$ cat src/rtl/ixc_skid_reg_48_if.sv
// Valid/ready bundle for the 48-bit skid slice.
// Master drives beats in and takes them out; slave is the slice.
interface ixc_skid_reg_48_if #(
  parameter int WIDTH = 48
);
  logic             in_valid;
  logic [WIDTH-1:0] in_data;
  logic             in_ready;
  logic             out_valid;
  logic [WIDTH-1:0] L_data;
  logic             out_ready;

  modport master (
    output in_valid,
    output in_data,
    input  in_ready,
    input  out_valid,
    input  L_data,
    output out_ready
  );

  modport slave (
    input  in_valid,
    input  in_data,
    output in_ready,
    output out_valid,
    output L_data,
    input  out_ready
  );
endinterface

$ cat src/rtl/ixc_skid_reg_48.sv
// Two-entry skid register slice: registered data, valid and ready.
// Main entry drives L_data; skid entry absorbs one beat of backpressure.
module ixc_skid_reg_48 #(
  parameter int WIDTH = 48,
  parameter int CNT_W = 16
) (
  input  logic             clk,
  input  logic             rst_n,
  ixc_skid_reg_48_if.slave bus,
  input  logic             flush,
  output logic [1:0]       occupancy,
  output logic [CNT_W-1:0] beat_cnt
);

  localparam logic [1:0] EMPTY = 2'd0;
  localparam logic [1:0] ONE   = 2'd1;
  localparam logic [1:0] FULL  = 2'd2;

  logic [1:0]       state_q;
  logic [1:0]       state_d;
  logic [WIDTH-1:0] main_q;
  logic [WIDTH-1:0] main_d;
  logic [WIDTH-1:0] skid_q;
  logic [WIDTH-1:0] skid_d;
  logic             rdy_q;
  logic             vld_q;
  logic             acc;
  logic             snd;

  assign acc = bus.in_valid & rdy_q;
  assign snd = vld_q & bus.out_ready;

  assign bus.in_ready  = rdy_q;
  assign bus.out_valid = vld_q;
  assign bus.L_data    = main_q;
  assign occupancy     = state_q;

  always_comb begin
    state_d = state_q;
    main_d  = main_q;
    skid_d  = skid_q;
    unique case (state_q)
      EMPTY: begin
        if (acc) begin
          main_d  = bus.in_data;
          state_d = ONE;
        end
      end
      ONE: begin
        if (acc && snd) begin
          main_d = bus.in_data;
        end else if (acc) begin
          skid_d  = bus.in_data;
          state_d = FULL;
        end else if (snd) begin
          state_d = EMPTY;
        end
      end
      FULL: begin
        if (snd) begin
          main_d  = skid_q;
          state_d = ONE;
        end
      end
      default: state_d = EMPTY;
    endcase
  end

  always_ff @(posedge clk or negedge rst_n) begin
    if (!rst_n) begin
      state_q  <= EMPTY;
      main_q   <= '0;
      skid_q   <= '0;
      rdy_q    <= 1'b0;
      vld_q    <= 1'b0;
      beat_cnt <= '0;
    end else if (flush) begin
      state_q <= EMPTY;
      main_q  <= '0;
      skid_q  <= '0;
      rdy_q   <= 1'b1;
      vld_q   <= 1'b0;
    end else begin
      state_q <= state_d;
      main_q  <= main_d;
      skid_q  <= skid_d;
      // ready and valid follow the next state so neither is combinational
      rdy_q   <= (state_d != FULL);
      vld_q   <= (state_d == ONE) || (state_d == FULL);
      if (acc) beat_cnt <= beat_cnt + 1'b1;
    end
  end

endmodule

$ cat src/flat_wrapper.sv
// flat-port wrapper written by rule: the top's interface ports become plain ports
module ixc_skid_reg_48_flat 
#(
  parameter int WIDTH = 48,
  parameter int CNT_W = 16
)
  (clk, rst_n, flush, occupancy, beat_cnt, bus_in_valid, bus_in_data, bus_in_ready, bus_out_valid, bus_L_data, bus_out_ready);
  ixc_skid_reg_48_if #(.WIDTH(WIDTH)) bus_i ();
  input  logic clk;
  input  logic rst_n;
  input  logic flush;
  output logic [1:0] occupancy;
  output logic [CNT_W-1:0] beat_cnt;
  input wire logic [$bits(bus_i.in_valid)-1:0] bus_in_valid;
  input wire logic [$bits(bus_i.in_data)-1:0] bus_in_data;
  output wire logic [$bits(bus_i.in_ready)-1:0] bus_in_ready;
  output wire logic [$bits(bus_i.out_valid)-1:0] bus_out_valid;
  output wire logic [$bits(bus_i.L_data)-1:0] bus_L_data;
  input wire logic [$bits(bus_i.out_ready)-1:0] bus_out_ready;
  assign bus_i.in_valid = bus_in_valid;
  assign bus_i.in_data = bus_in_data;
  assign bus_in_ready = bus_i.in_ready;
  assign bus_out_valid = bus_i.out_valid;
  assign bus_L_data = bus_i.L_data;
  assign bus_i.out_ready = bus_out_ready;
  ixc_skid_reg_48 #(.WIDTH(WIDTH), .CNT_W(CNT_W)) u_core (.clk(clk), .rst_n(rst_n), .bus(bus_i), .flush(flush), .occupancy(occupancy), .beat_cnt(beat_cnt));
endmodule
$ cat config.mk
export PLATFORM = sky130hd
export DESIGN_NAME = ixc_skid_reg_48_flat
export DESIGN_NICKNAME = d
export VERILOG_FILES = /design/src/rtl/ixc_skid_reg_48_if.sv /design/src/rtl/ixc_skid_reg_48.sv /design/src/flat_wrapper.sv
export SDC_FILE = /design/constraint.sdc
export NUM_CORES = 1
export LEC_CHECK = 0
export CORE_ASPECT_RATIO = 0.75
export CORE_MARGIN = 2
export CORE_UTILIZATION = 54
export DETAILED_ROUTE_END_ITERATION = 7
export PLACE_DENSITY = 0.83
export SKIP_CTS_REPAIR_TIMING = 1
export SYNTH_ARGS = -nofsm -noshare
export SYNTH_HDL_FRONTEND = slang
export SYNTH_SLANG_ARGS = --single-unit
$ cat constraint.sdc
create_clock -name clk -period 4.05 [get_ports clk]
set_input_delay 0.81 -clock clk [delete_from_list [all_inputs] [get_ports clk]]
set_output_delay 0.81 -clock clk [all_outputs]
set_load 0.01 [all_outputs]
==> qor.yml <==
sta:
  finalHoldViolations: 0
  final-setup-viol-count: 0
  fmax_ghz: 0.397
  fin_worst_skew_ns: 0.00697
  rsz0062_at_grt: "false"
  tightest_slew_ns: 1.02
  final.period_utilization: 0.623
  maxSlewViolCount: 0
  tns_ns: 0
  relSlewSlack: 0.318
  min_period_ns: 2.52
placement:
  finalWeightedCongestion: 0.811
  dp.cells: 725
  io_buffers: 120
  dp_hpwl_um: 7350
floorplanning:
  io-pin-count: 121
  die_w_um: 117
  start_util: 0.563
  die_h_um: 88.7
  rows: 30
  die_area_um2: 10400
  coreArea_um2: 9160
drt:
  ant_nets: 0
  drt-initial-drc-count: 289
  wl_per_cell_um: 16.3
  via_count: 4140
  drc: 0
  wirelength_um: 12300
  vias_per_cell: 5.48
  first_pass_iters: 5
cts:
  clk_latency_ns: 0.40
  path_clk_slew_ns: 0.05
  cts_num_sinks: 116
  cts_tree: "yes"
  cts_max_level: 4
  root_buffer: "clkbuf_16"
  cts_made_buffers: 17
  clk_path_buf_depth: 2
layout:
  antenna_cells: 0
  fillCellCount: 641
  final_cells: 755
  drive_above_1_share: 0.0686
  ff_latch_area_um2: 2900
  multi_input_area_um2: 2110
  nets: 671
  area_growth_pct: 35.7
logic_synthesis:
  syn_nets: 565
  syn_avg_cell_area_um2: 10.1
  synth_top_area_cell: "dfrtp_1"
  synthFlopType: "dfrtp_1"
  ys_types: 30
  synth-async-reset-ratio: 1.00
  synthCells: 510
  synth_top_area_frac: 0.563
  synth-seq-cells: 116
  netlist_top_cells_area: "dfrtp_1, mux2i_1, nand2_1"
  synth_edf_count: 0
  yosysMostFrequentCell: "dfrtp_1"
  yosys-top-cells-count: "dfrtp_1, nand2_1, nor2_1"
  synth_area_um2: 5160
  ys_warn_count: 0
  ys_seq_area_frac: 0.563
status:
  status: "complete, no violations"
pwr:
  irDropWorstVdd_mv: 0.352
  clkPwrFrac: 0.401
  p_sw_uw: 940
  combPwrFrac: 0.202
  p_int_uw: 2580
  power.share.switching: 0.267
  power_uw: 3520
  p_leak_uw: 0.00289
  seqPwrFrac: 0.397
  power.density_nw_per_um2: 503
global_routing:
  antenna_found_initial: 0
  grt_max_degree: 103
  overflow: 0
  grt_pass1_vias: 4005
  grt_pass1_wl_um: 19400
  grt_usage: 0.245
critical_path:
  crit_start: "bus_in_valid"
  r2r_start: "u_core.occupancy[1]$_DFF_PN0_"
  critPathArrivalTime_ns: 2.84
  required_ns: 4.37
  crit_end: "u_core.skid_q[19]$_DFFE_PN0P_"
  crit_path_start_kind: "primary input"
  cpPeakStageDelay_ns: 0.84
  crit_fanout: 48
  path_class: "primary input to flip-flop"
  endpoint_kind: "flip-flop"
  rrSetupSlack_ns: 1.88
  path_cells: "clkdlybuf4s50_1 -> and3b_1 -> and3_2 -> nand2_1 -> a21oi_1"
  r2r-end: "u_core.bus.L_data[23]$_DFFE_PN0P_"
  critPathSlowestCell: "and3_2"
  ff2ff_path_depth: 4
run:
  drv_cap: 0
min_path:
  hp-class: "primary input to async pin"
## critical path: cells and delay by family
kind / cells / cell delay [ns]
simple gates: 3 / 1.27
buf+inv: 1 / 0.58
compound gates: 1 / 0.17
## cell usage in the layout (no fill, tap or decap), types with 2 or more instances in the layout
master             n
and3b_1            3
nor2_1            54
xor2_1            10
nand4_1            2
nand2_1          104
clkbuf_8           6
clkdlybuf4s50_1  118
xnor2_1            5
ha_1               2
nor3_1             5
a211oi_1          48
a21oi_1           51
nand3_1            5
clkinv_2           3
clkbuf_16         17
nand4b_1           2
buf_4              5
buf_12             2
mux2i_1           48
clkbuf_1           3
and4_1             2
dfrtp_1          116
## metrics by stage
step / hold slack [ns] / utilization / worst slack, ns / cell area, um^2
after floorplan: 0.501 / - / 2.15 / 5160
after global placement: 0.456 / 0.703 / 1.26 / 6440
after detailed placement: 0.457 / 0.703 / 1.17 / 6440
after CTS: 0.441 / 0.765 / 1.54 / 7000
after global routing: 0.469 / 0.765 / 1.37 / 7000
final: 0.423 / 0.765 / 1.53 / 7000
## sequential cells by signal, summed over array words and instances, names as in the netlist
| name | flops |
|---|---|
| u_core.skid_q | 48 |
| u_core.bus.L_data | 48 |
| u_core.occupancy | 2 |
| u_core.beat_cnt | 16 |
| u_core.bus.out_valid | 1 |
| u_core.bus.in_ready | 1 |
## cells by family after synthesis
| kind of cell | count (synthesis) | share of synthesized area |
|---|---|---|
| AO/OA/AOI/OAI | 102 | 0.125 |
| XOR/XNOR | 15 | 0.0255 |
| adder cells (fa/ha/maj) | 2 | 0.00485 |
| buffers and inverters | 39 | 0.0323 |
| flip-flops | 116 | 0.563 |
| multiplexers | 49 | 0.0953 |
| AND/OR/NAND/NOR | 187 | 0.155 |
## layer usage
layer | up-vias | share of wire | track usage
li1 | 1975 | - | -
met5 | - | 0 | 0
met2 | 134 | 0.48 | 0.389
met3 | 17 | 0.062 | 0.0658
met1 | 2014 | 0.45 | 0.326
met4 | 0 | 0.014 | 0.0952
## layout make-up
cell class,instances,share of cell area
Inverter,1,0.000536
Multi-Input combinational cell,355,0.302
Clock inverter,4,0.00643
Sequential cell,116,0.415
Timing Repair Buffer,125,0.180
Tap cell,128,0.0229
Clock buffer,26,0.0741
## power by group through the flow
| stage | Sequential (uW) | Combinational (uW) | Clock, uW |
|---|---|---|---|
| 6_report | 1400 | 711 | 1410 |
| 5_1_grt | 1410 | 778 | 1480 |
| 4_1_cts | 1400 | 717 | 1420 |
| 3_5_place_dp | 1410 | 711 | 0 |
| 3_3_place_gp | 1410 | 692 | 0 |
| 2_1_floorplan | 1440 | 307 | 0 |
## worst min path at each step
stage	end	slack, ns	depth (start not counted)
after floorplan	u_core.skid_q[0]$_DFFE_PN0P_	0.50	2
after global placement	u_core.beat_cnt[15]$_DFFE_PN0P_	0.46	1
after detailed placement	u_core.beat_cnt[15]$_DFFE_PN0P_	0.46	1
after CTS	u_core.beat_cnt[6]$_DFFE_PN0P_	0.44	1
after global routing	u_core.beat_cnt[6]$_DFFE_PN0P_	0.47	1
final	u_core.beat_cnt[4]$_DFFE_PN0P_	0.42	1
Note: power is estimated with default switching activity, not from simulation.
